## src/rtl/uart_tx_arbiter.sv

```systemverilog
// Round-robin byte arbiter feeding one shared uart_tx.
// Issues are paced to the 10-baud frame so frames run back-to-back.
module uart_tx_arbiter #(
  parameter  int N_REQ        = 4,
  parameter  int FRAME_CYCLES = 10,
  parameter  int MAX_BURST    = 4,
  localparam int GW = (N_REQ > 1) ? $clog2(N_REQ) : 1
) (
  input  logic               baud_clk,
  input  logic               rst_n,
  input  logic [N_REQ-1:0]   req_valid,
  input  logic [8*N_REQ-1:0] req_data,
  output logic [N_REQ-1:0]   req_ready,
  output logic               tx_data_en,
  output logic [7:0]         tx_data,
  output logic [GW-1:0]      grant_id,
  output logic               busy
);

  localparam int CW = (FRAME_CYCLES > 2) ? $clog2(FRAME_CYCLES) : 1;

  typedef enum logic [1:0] {
    GUARD,
    IDLE,
    ISSUE,
    FRAME
  } state_t;

  state_t          state;
  state_t          state_d;
  logic [CW-1:0]   cnt;
  logic [CW-1:0]   cnt_d;
  logic [3:0]      burst_cnt;
  logic [GW-1:0]   rr_ptr;

  logic            window;
  logic            accept;
  logic            cont;
  logic            srch_hit;
  logic [GW-1:0]   srch_idx;
  logic [GW-1:0]   idx;
  logic [GW-1:0]   winner;
  logic [7:0]      win_byte;

  // First valid requester at or after rr_ptr, wrapping.
  always_comb begin
    srch_hit = 1'b0;
    srch_idx = '0;
    idx      = rr_ptr;
    for (int k = 0; k < N_REQ; k++) begin
      if (!srch_hit && req_valid[idx]) begin
        srch_hit = 1'b1;
        srch_idx = idx;
      end
      idx = (idx == GW'(N_REQ - 1)) ? '0 : idx + GW'(1);
    end
  end

  // burst_cnt==0 means no burst in progress.
  assign cont = (burst_cnt != 4'd0)
             && (burst_cnt < 4'(MAX_BURST))
             && req_valid[grant_id];

  assign winner = cont ? grant_id : srch_idx;

  assign window = rst_n
               && ((state == IDLE)
               || ((state == FRAME)
               && (cnt == CW'(FRAME_CYCLES - 2))));

  assign accept = window && (|req_valid);
  assign busy   = (state != IDLE);

  always_comb begin
    req_ready = '0;
    if (accept) req_ready = N_REQ'(1) << winner;
  end

  always_comb begin
    win_byte = 8'h00;
    for (int i = 0; i < N_REQ; i++) begin
      if (GW'(i) == winner) win_byte = req_data[8*i +: 8];
    end
  end

  always_comb begin
    state_d = state;
    cnt_d   = cnt;
    unique case (state)
      GUARD: begin
        if (cnt == CW'(FRAME_CYCLES - 1)) begin
          state_d = IDLE;
          cnt_d   = '0;
        end else begin
          cnt_d = cnt + CW'(1);
        end
      end
      IDLE: begin
        if (accept) state_d = ISSUE;
      end
      ISSUE: begin
        state_d = FRAME;
        cnt_d   = '0;
      end
      FRAME: begin
        cnt_d = cnt + CW'(1);
        if (window) state_d = accept ? ISSUE : IDLE;
      end
      default: begin
        state_d = GUARD;
        cnt_d   = '0;
      end
    endcase
  end

  always_ff @(posedge baud_clk) begin
    if (!rst_n) begin
      state      <= GUARD;
      cnt        <= '0;
      tx_data_en <= 1'b0;
      tx_data    <= 8'h00;
      grant_id   <= '0;
      burst_cnt  <= 4'd0;
      rr_ptr     <= '0;
    end else begin
      state      <= state_d;
      cnt        <= cnt_d;
      tx_data_en <= accept;
      if (accept) begin
        tx_data  <= win_byte;
        grant_id <= winner;
        if (cont) begin
          burst_cnt <= burst_cnt + 4'd1;
        end else begin
          burst_cnt <= 4'd1;
          rr_ptr    <= (srch_idx == GW'(N_REQ - 1))
                     ? '0 : srch_idx + GW'(1);
        end
      end else if (window) begin
        burst_cnt <= 4'd0;
      end
    end
  end

endmodule

```

## config.mk

```make
export PLATFORM = sky130hd
export DESIGN_NAME = uart_tx_arbiter
export DESIGN_NICKNAME = d
export VERILOG_FILES = /design/src/rtl/uart_tx_arbiter.sv
export SDC_FILE = /design/constraint.sdc
export NUM_CORES = 1
export LEC_CHECK = 0
export CAP_MARGIN = 25
export CORE_ASPECT_RATIO = 2
export CORE_MARGIN = 2
export CORE_UTILIZATION = 46
export CTS_CLUSTER_DIAMETER = 150
export DETAILED_ROUTE_END_ITERATION = 12
export PLACE_DENSITY_LB_ADDON = 0.3
export SLEW_MARGIN = 20
export SYNTH_ARGS = -nofsm -noshare
export SYNTH_HDL_FRONTEND = slang
export SYNTH_SLANG_ARGS = --single-unit
```

## constraint.sdc

```tcl
create_clock -name baud_clk -period 3.3 [get_ports baud_clk]
set_input_delay 0.33 -clock baud_clk [delete_from_list [all_inputs] [get_ports baud_clk]]
set_output_delay 0.33 -clock baud_clk [all_outputs]
set_load 0.005 [all_outputs]
```

**Word-level counts from Yosys, hierarchy flattened**

Cells that the tools add are included.

- $add $sub $neg: 6
- Magnitude comparators: 6
- Equal/unequal tests: 16
- Shifts and indexed selects: 1
- Muxes and demuxes: 37
- Bitwise operators: 1
- Reductions and logical operators: 20

Operator list:

| operator | number |
|---|---|
| 2-to-1 mux 8 bit | 4 |
| 2-to-1 mux 2 bit | 13 |
| 2-to-1 mux 4 bit | 5 |
| less-than comparator 2 x 3 -> 1 bit (second input constant) | 5 |
| equality test 2 bit (second input constant) | 6 |
| case mux 4 bit (3 select lines) | 1 |
| binary-select mux 1 bit (select 2 bit) | 5 |
| adder 2 x 1 -> 2 bit (second input constant) | 4 |
| adder 4 x 1 -> 4 bit (second input constant) | 2 |
| equality test 4 bit (second input constant) | 2 |
| logical AND 1 bit | 8 |
| 2-to-1 mux 1 bit | 8 |
| case mux 2 bit (4 select lines) | 1 |
| inequality test 2 bit (second input constant) | 3 |
| equality test 2 bit (first input constant) | 2 |
| zero test 2 bit | 2 |
| less-than comparator 4 x 3 -> 1 bit (second input constant) | 1 |
| nonzero test 4 bit | 1 |
| OR reduction 4 bit | 1 |
| << shifter 1 x 2 -> 4 bit (first input constant) | 1 |
| zero test 1 bit | 3 |
| AND reduction 3 bit | 1 |
| nonzero test 3 bit | 1 |
| equality test 1 x 2 -> 1 bit (first input constant) | 1 |
| 6 further kinds | 6 |

- Register bits: 23

**Depth between registers and ports, before layout**

Gate-level depths: netlist (run 1).

- Depth after elaboration: 18
- Depth in mapped cells: 12
- Depth with buffers taken out: 9

**Least setup slack after synthesis (run 1)**

Ideal clock, no wire load.

- Path type: register to output
- Start point: register rr_ptr[0]
- End point: output port req_ready[1]
- Arrival: 2359 ps
- Data required time: 2970 ps
- Path slack: 611 ps
- Stages on the path, launching flop included: 10
- Cells stage by stage: dfxtp_1 > ha_1 > buf_4 > xnor2_1 > a32o_1 > a211o_4 > a221oi_4 > o31ai_4 > or2b_4 > nor2b_4

- Cells in the longest elaborated chain, start to end: 15

RTL lines:

| element | RTL line | source |
|---|---|---|
| from (decl) | 34 | `logic [GW-1:0] rr_ptr;` |
| from (signal assigned) | 136 | `rr_ptr <= (srch_idx == GW'(N_REQ - 1))` |
| parallel branches: the longest is 11 deep, another holds adder 2 x 1 -> 2 bit | -- |  |
| 2-to-1 mux 2 bit * | 51 | `if (!srch_hit && req_valid[idx]) begin` |
| 2-to-1 mux 2 bit * | 64 | `assign winner = cont ? grant_id : srch_idx;` |
| << shifter 1 x 2 -> 4 bit * | 76 | `if (accept) req_ready = N_REQ'(1) << winner;` |
| 2-to-1 mux 4 bit * | 76 |  |
| to (decl) | 13 | `output logic [N_REQ-1:0] req_ready,` |

Mark *: on every way between the ends. The select of a mux whose other input is x is not followed.

**Worst setup path in the final report (run 1)**

- Start point: register rr_ptr[1]
- End point: output port req_ready[2]

The elaborated chain is that of the path after synthesis.

==> load_flow_metrics.sql, run 1 <==
INSERT INTO impl_metrics (metric_group, metric, value, unit) VALUES
('outcome', 'status', 'completed', ''),
('finish', 'fillerInstances', '310', ''),
('power', 'power.ir.vdd_worst', '331', 'uV'),
('logic_synthesis', 'synthArstFlopShare', '0', '%'),
('global_route', 'global_route_wire_length_before_repair', '7290', 'um'),
('global_route', 'grt_remaining_overflow', '0', ''),
('worst_setup_path', 'critical_path_arrival', '2830', 'ps'),
('die', 'die-height', '89.3', 'um'),
('route', 'detail_route.wl_per_cell', '14.6', 'um'),
('route', 'viasPerCell', '5.51', ''),
('worst_setup_path', 'critical_path.max_fanout', '10', ''),
('sta', 'max_freq', '316', 'MHz'),
('sta', 'timing.slew.headroom', '59.0', '%'),
('worst_setup_path', 'required_time_reported_for_the_critical_path_endpoint', '2970', 'ps'),
('worst_setup_path', 'cell_chain_of_the_critical_path', 'ha_4, xnor2_1, a32o_1, a211o_4, a311oi_4, o31ai_4, buf_4, nor2_1, clkdlybuf4s50_1', ''),
('die', 'starting_utilization_of_the_core_area', '46.8', '%'),
('clocking', 'cts-buffers-inserted', '3', ''),
('logic_synthesis', 'area_share_of_the_largest_cell_type_after_synthesis', '27.5', '%'),
('sta', 'setup_viol', '0', ''),
('worst_setup_path', 'timing_worst_setup_path_type', 'reg2out', ''),
('logic_synthesis', 'syn-mean-instance-area', '8.71', 'um^2'),
('sta', 'setup_tns', '0', 'ps'),
('global_route', 'total_global_routing_track_utilization', '23.6', '%'),
('worst_setup_path', 'critical-path-max-stage-delay', '510', 'ps'),
('sta', 'timing_hold_violations_final', '0', ''),
('sta', 'layout_min_cycle_time', '3160', 'ps'),
('logic_synthesis', 'ys_top_cells_by_count', 'sky130_fd_sc_hd__nor2_1 (25), sky130_fd_sc_hd__dfxtp_1 (23), sky130_fd_sc_hd__mux2i_1 (15)', ''),
('finish', 'post_route_cells_drive_above_1_share', '17.1', '%'),
('clocking', 'clk_latency', '270', 'ps'),
('global_route', 'vias_in_the_first_global_route', '1705', ''),
('die', 'num_rows', '31', ''),
('clocking', 'ctsRootBufferMaster', 'sky130_fd_sc_hd__clkbuf_8', ''),
('placed_design', 'gp_congestion', '0.873', ''),
('power', 'sw_frac_of_total', '26.8', '%'),
('clocking', 'clkSlewWorstSetupHoldPaths', '90', 'ps'),
('die', 'coreArea', '3570', 'um^2'),
('logic_synthesis', 'yosysSeqAreaShare', '27.5', '%'),
('die', 'die_w', '46.6', 'um'),
('power', 'power.net_switching', '167', 'uW'),
('worst_setup_path', 'start_kind', 'flip-flop', ''),
('sta', 'finalClockSkew', '5.32', 'ps'),
('flow_run', 'max_cap_viol_count', '0', ''),
('finish', 'final_area', '2420', 'um^2'),
('sta', 'finalMaxSlewViolations', '0', ''),
('power', 'powerDensity', '258', 'nW/um^2'),
('die', 'io_pins', '54', ''),
('power', 'power_frac_comb', '24.5', '%'),
('min_path', 'holdCritPathClass', 'reg2reg', ''),
('route', 'detail_route.wirelength', '4470', 'um'),
('clocking', 'tritoncts_num_sinks', '23', ''),
('finish', 'antennaDiodeCount', '0', ''),
('clocking', 'clockBufferDepth', '2', ''),
('logic_synthesis', 'top_cells_by_area_synth', 'sky130_fd_sc_hd__dfxtp_1 (28%), sky130_fd_sc_hd__mux2i_1 (9.0%), sky130_fd_sc_hd__nor2_1 (5.6%)', ''),
('logic_synthesis', 'postSynthCellCount', '192', ''),
('global_route', 'grt_start_max_net_pins', '16', ''),
('route', 'vias', '1686', ''),
('logic_synthesis', 'netlist-cell-type-count', '50', ''),
('die', 'die_area', '4160', 'um^2'),
('power', 'total_internal_power', '456', 'uW'),
('finish', 'area_delta_synth_final', '44.8', '%'),
('logic_synthesis', 'syn-num-nets', '236', ''),
('logic_synthesis', 'synth_warn', '0', ''),
('worst_setup_path', 'critical_path.slowest_cell', 'sky130_fd_sc_hd__clkdlybuf4s50_1', ''),
('logic_synthesis', 'yosys_register_bits', '23', ''),
('finish', 'num-nets-final', '302', ''),
('logic_synthesis', 'mappedNetlistArea', '1670', 'um^2'),
('placed_design', 'dp.final_hpwl', '3550', 'um'),
('power', 'clock_power_share', '29.4', '%'),
('power', 'p_leak', '0.989', 'nW'),
('logic_synthesis', 'synth_top_area_cell', 'sky130_fd_sc_hd__dfxtp_1', ''),
('route', 'final_antenna_net_count', '0', '');
==> cells by family after synthesis <==
kind of cell	share of synthesized area, %
XOR/XNOR	2.10
AO/OA/AOI/OAI	26.8
adder cells (fa/ha/maj)	4.49
buffers and inverters	7.41
flip-flops	27.5
multiplexers	11.0
AND/OR/NAND/NOR	20.7
==> flip-flops by register name, summed over array words and instances (netlist names) <==
signal and flops:
tx_data_en 1, grant_id 2, cnt 4, state 2, rr_ptr 2, tx_data 8
burst_cnt 4
==> layer usage <==
layer	global-route usage, %	part of all wire (%)
met2	46.0	59
met4	10.6	2.3
met3	3.03	3.1
met1	22.7	35
met5	0	0
==> stage by stage <==
stage          hold WS (ps)  worst slack, ps  utilization, %  instances
6_report                458              137            67.8        306
5_1_grt                 483             5.13            67.8        306
4_1_cts                 461             13.5            67.2        305
3_5_place_dp            438             33.1            64.8        298
3_3_place_gp            436             66.8            64.8        298
2_1_floorplan           451              611               -        192
==> what timing repair did <==
item	CTS	global route
pin swaps	2	2
hold endpoints to repair	0	0
setup buffers	3	1
resized for setup	5	2
endpoints found under the setup margin	4	2
hold buffers	0	0
==> path summary, 6_finish.rpt <==
| path | start | to | slack [ps] | cells past startpoint |
|---|---|---|---|---|
| max | rr_ptr[1] | req_ready[2] | 140 | 9 |
| min | tx_data[0] | tx_data[0] | 460 | 1 |
| max reg2reg | rr_ptr[0] | tx_data[0] | 650 | 10 |
| min reg2reg | tx_data[0] | tx_data[0] | 460 | 1 |
==> worst max-delay path: cells and delay by family (launching register included) <==
kind            cells  cell delay, ps
buf+inv             2             720
compound gates      4             980
fa+ha+maj           1             280
simple gates        1             110
xor+xnor            1             130
flops               1             340
==> power by group through the flow <==
stage / sequential, mW / combinational, mW / clock, mW
3_3_place_gp: 0.293 / 0.144 / 0
2_1_floorplan: 0.292 / 0.0789 / 0
3_5_place_dp: 0.294 / 0.147 / 0
5_1_grt: 0.288 / 0.166 / 0.198
4_1_cts: 0.287 / 0.150 / 0.184
6_report: 0.287 / 0.153 / 0.183
==> area by class of cell <==
cell class              instances  area [um^2]  share of cell area, %
flip-flops and latches         23          463                   19.1
multi-input cells             147         1120                   46.3
well taps                      49         61.3                   2.53
inverters                       8         30.0                   1.24
clock buffers                   3         41.3                   1.71
repair buffers                 75          697                   28.8
clock inverters                 1         7.51                  0.310
==> placed cells by master, fill, tap and decap left out, types with 6 or more instances in the layout <==
cell,synthesis,final
sky130_fd_sc_hd__buf_4,3,22
sky130_fd_sc_hd__nand2_1,14,14
sky130_fd_sc_hd__nor2_1,25,25
sky130_fd_sc_hd__clkdlybuf4s50_1,0,51
sky130_fd_sc_hd__inv_1,8,8
sky130_fd_sc_hd__a21oi_1,6,6
sky130_fd_sc_hd__a21o_1,6,6
sky130_fd_sc_hd__dfxtp_1,23,21
sky130_fd_sc_hd__mux2i_1,15,15
Power figures use the tool's default switching activity.
==> inputs of run 2 (changes only) <==
--- a/config.mk
+++ b/config.mk
@@ -12,5 +12,6 @@
 export CTS_CLUSTER_DIAMETER = 150
 export DETAILED_ROUTE_END_ITERATION = 12
-export PLACE_DENSITY_LB_ADDON = 0.3
+export PLACE_DENSITY = 0.8
+export SKIP_LAST_GASP = 1
 export SLEW_MARGIN = 20
 export SYNTH_ARGS = -nofsm -noshare
==> constraint.sdc (replaced) <==
create_clock -name baud_clk -period 3.3 [get_ports baud_clk]
set_input_delay 0.33 -clock baud_clk [delete_from_list [all_inputs] [get_ports baud_clk]]
set_output_delay 0.33 -clock baud_clk [all_outputs]
set_load 0.01 [all_outputs]
==> load_flow_metrics.sql, run 2 (synthesis results as in run 1) <==
INSERT INTO impl_metrics (metric_group, metric, value, unit) VALUES
('placed_design', 'gp_congestion', '0.933', ''),
('clocking', 'tritoncts', 'built', ''),
('clocking', 'clk_latency', '270', 'ps'),
('min_path', 'holdCritPathClass', 'reg2reg', ''),
('finish', 'post_route_cells_drive_above_1_share', '17.1', '%'),
('sta', 'timing.slew.headroom', '55.6', '%'),
('finish', 'largest_register_ff_count', '8', ''),
('clocking', 'clkSlewWorstSetupHoldPaths', '90', 'ps'),
('worst_setup_path', 'start_kind', 'flip-flop', ''),
('worst_setup_path', 'critical-path-max-stage-delay', '380', 'ps'),
('finish', 'fillerInstances', '313', ''),
('global_route', 'grt_start_max_net_pins', '16', ''),
('die', 'die_area', '4160', 'um^2'),
('finish', 'layout.cells.most_common', 'sky130_fd_sc_hd__clkdlybuf4s50_1', ''),
('finish', 'largest_registers', 'tx_data: 8 flops, burst_cnt: 4 flops, cnt: 4 flops', ''),
('placed_design', 'dp.final_hpwl', '3610', 'um'),
('finish', 'seqCellArea', '462', 'um^2'),
('global_route', 'antenna_found_initial', '0', ''),
('die', 'starting_utilization_of_the_core_area', '46.8', '%'),
('worst_setup_path', 'reg2reg_slack', '370', 'ps'),
('sta', 'timing_hold_violations_final', '0', ''),
('clocking', 'ctsRootBufferMaster', 'sky130_fd_sc_hd__clkbuf_8', ''),
('route', 'detailedRoute.firstIterationViolations', '28', ''),
('clocking', 'clockBufferDepth', '2', ''),
('sta', 'final.setup.worst_slack', '68.8', 'ps'),
('placed_design', 'placement.cell_area', '2330', 'um^2'),
('power', 'powerDensity', '257', 'nW/um^2'),
('finish', 'final_area', '2430', 'um^2'),
('worst_setup_path', 'cpLargestDelayFamily', 'compound AO/OA/AOI/OAI gates', ''),
('power', 'power.ir.vdd_worst', '343', 'uV'),
('die', 'num_rows', '31', ''),
('sta', 'setup_viol', '0', ''),
('sta', 'finalMaxSlewViolations', '0', ''),
('worst_setup_path', 'critical_path.slowest_cell', 'sky130_fd_sc_hd__dfxtp_1', ''),
('route', 'drt_drc_violations_left', '0', ''),
('global_route', 'grt_remaining_overflow', '0', ''),
('global_route', 'global_route_wire_length_before_repair', '7440', 'um'),
('sta', 'finalClockSkew', '3.28', 'ps'),
('worst_setup_path', 'critical_path_arrival', '2900', 'ps'),
('finish', 'area_delta_synth_final', '45.2', '%'),
('die', 'io_pins', '54', ''),
('power', 'p_leak', '1.02', 'nW'),
('sta', 'tightest_slew', '662', 'ps'),
('route', 'detail_route.wl_per_cell', '15.2', 'um'),
('worst_setup_path', 'critPathBufInv', '2', ''),
('route', 'vias', '1717', ''),
('min_path', 'worst_min_path_start', 'tx_data[7]', ''),
('route', 'viasPerCell', '5.59', ''),
('finish', 'layout_common_cells', 'sky130_fd_sc_hd__clkdlybuf4s50_1 (49), sky130_fd_sc_hd__nor2_1 (25), sky130_fd_sc_hd__buf_4 (23)', ''),
('min_path', 'hold_path_end', 'tx_data[7]', ''),
('placed_design', 'detailedPlace.worstSlack', '20.4', 'ps'),
('finish', 'antennaDiodeCount', '0', ''),
('finish', 'largest_register_by_flop_count', 'tx_data', ''),
('finish', 'multi_input_area', '1120', 'um^2'),
('sta', 'layout_min_cycle_time', '3230', 'ps'),
('min_path', 'hold-path-cell-count', '1', ''),
('placed_design', 'dpl.cell_count', '300', ''),
('flow_run', 'max_cap_viol_count', '0', ''),
('global_route', 'total_global_routing_track_utilization', '24.1', '%'),
('worst_setup_path', 'critical_path.max_fanout', '11', ''),
('route', 'detail_route.wirelength', '4660', 'um'),
('worst_setup_path', 'setup.worst_path.end_class', 'primary output', ''),
('worst_setup_path', 'crit_path_start', 'rr_ptr[1]', ''),
('worst_setup_path', 'required_time_reported_for_the_critical_path_endpoint', '2970', 'ps'),
('worst_setup_path', 'reg2reg_depth', '12', ''),
('worst_setup_path', 'timing_worst_setup_path_type', 'reg2out', ''),
('clocking', 'tritoncts_num_sinks', '23', ''),
('route', 'first_drt_pass_iteration_count', '4', ''),
('global_route', 'vias_in_the_first_global_route', '1667', ''),
('sta', 'max_freq', '309', 'MHz'),
('finish', 'num-nets-final', '303', ''),
('die', 'die_w', '46.6', 'um'),
('sta', 'grt_setup_unrepaired', 'true', ''),
('worst_setup_path', 'endpoint_of_the_worst_register_to_register_path', 'tx_data[3]', ''),
('finish', 'fin_cells', '307', ''),
('clocking', 'cts_htree_levels', '1', ''),
('worst_setup_path', 'cell_chain_of_the_critical_path', 'ha_4, xnor2_1, a32o_1, a211o_4, a221oi_4, o31ai_4, buf_4, or2b_4, nor2b_4, dlygate4sd2_1', ''),
('sta', 'finalCritPeriodShare', '97.9', '%'),
('die', 'die-height', '89.3', 'um'),
('sta', 'timing.hold.ws', '457', 'ps'),
('die', 'coreArea', '3570', 'um^2'),
('worst_setup_path', 'critical_path.reg2reg.startpoint', 'rr_ptr[1]', ''),
('clocking', 'cts-buffers-inserted', '3', ''),
('outcome', 'status', 'completed', ''),
('placed_design', 'port_buffers', '53', ''),
('route', 'final_antenna_net_count', '0', '');
run 2: cell count changes in the layout (fill, tap and decap cells not counted):
cell and change:
sky130_fd_sc_hd__clkdlybuf4s50_1 -2, sky130_fd_sc_hd__buf_4 +1, sky130_fd_sc_hd__dfxtp_1 +1, sky130_fd_sc_hd__dfxtp_2 -1, sky130_fd_sc_hd__dlygate4sd2_1 +1, sky130_fd_sc_hd__dlymetal6s2s_1 +1
run 2: how the worst max path moves through the flow:
stage / to / slack, ps / cells past startpoint
finish: req_ready[1] / 70 / 10
global route: req_ready[1] / -30 / 10
detailed placement: req_ready[1] / 20 / 10
global placement: req_ready[0] / 80 / 10
floorplan: req_ready[2] / 560 / 9
CTS: req_ready[2] / 9 / 9
run 2: repair_timing:
action,CTS,global route
setup buffers,1,2
setup endpoints to repair,4,2
gates resized for setup,5,3
hold buffers,0,0
pin swaps,1,2
run 2: stage by stage:
step	util, %	setup TNS [ps]	power, mW
floorplan	-	0	0.371
global placement	65.3	0	0.438
detailed placement	65.3	0	0.441
CTS	67.4	0	0.626
global route	68.0	-52.6	0.656
finish	68.0	0	0.625
run 2: final cells by class:
class | count | area share [%]
Multi-Input combinational cell | 147 | 46.1
Timing Repair Buffer | 76 | 29.1
Sequential cell | 23 | 19.0
Tap cell | 49 | 2.53
Clock buffer | 3 | 1.70
Inverter | 8 | 1.24
Clock inverter | 1 | 0.309
run 2: worst register-to-register path, delay by kind of cell (launching register included):
kind,cells,cell delay (ps)
and+or+nand+nor,1,160
DFF,1,380
AOI/OAI and AO/OA,6,1240
buffers and inverters,3,570
adders and majority gates,1,250
muxes,1,250
run 2: layer usage:
layer	part of all wire (%)	GRT usage (%)	up-vias
met3	3.9	2.83	8
met5	0	0	-
li1	-	-	828
met1	35	24.9	817
met2	60	47.0	64
met4	1.3	7.32	0
run 2: where the power goes:
group / total, mW / switching (mW) / leakage, nW / internal, mW
sequential: 0.287 / 0.00486 / 0.186 / 0.282
combinational: 0.156 / 0.0650 / 0.811 / 0.0913
clock: 0.182 / 0.0963 / 0.0217 / 0.0854
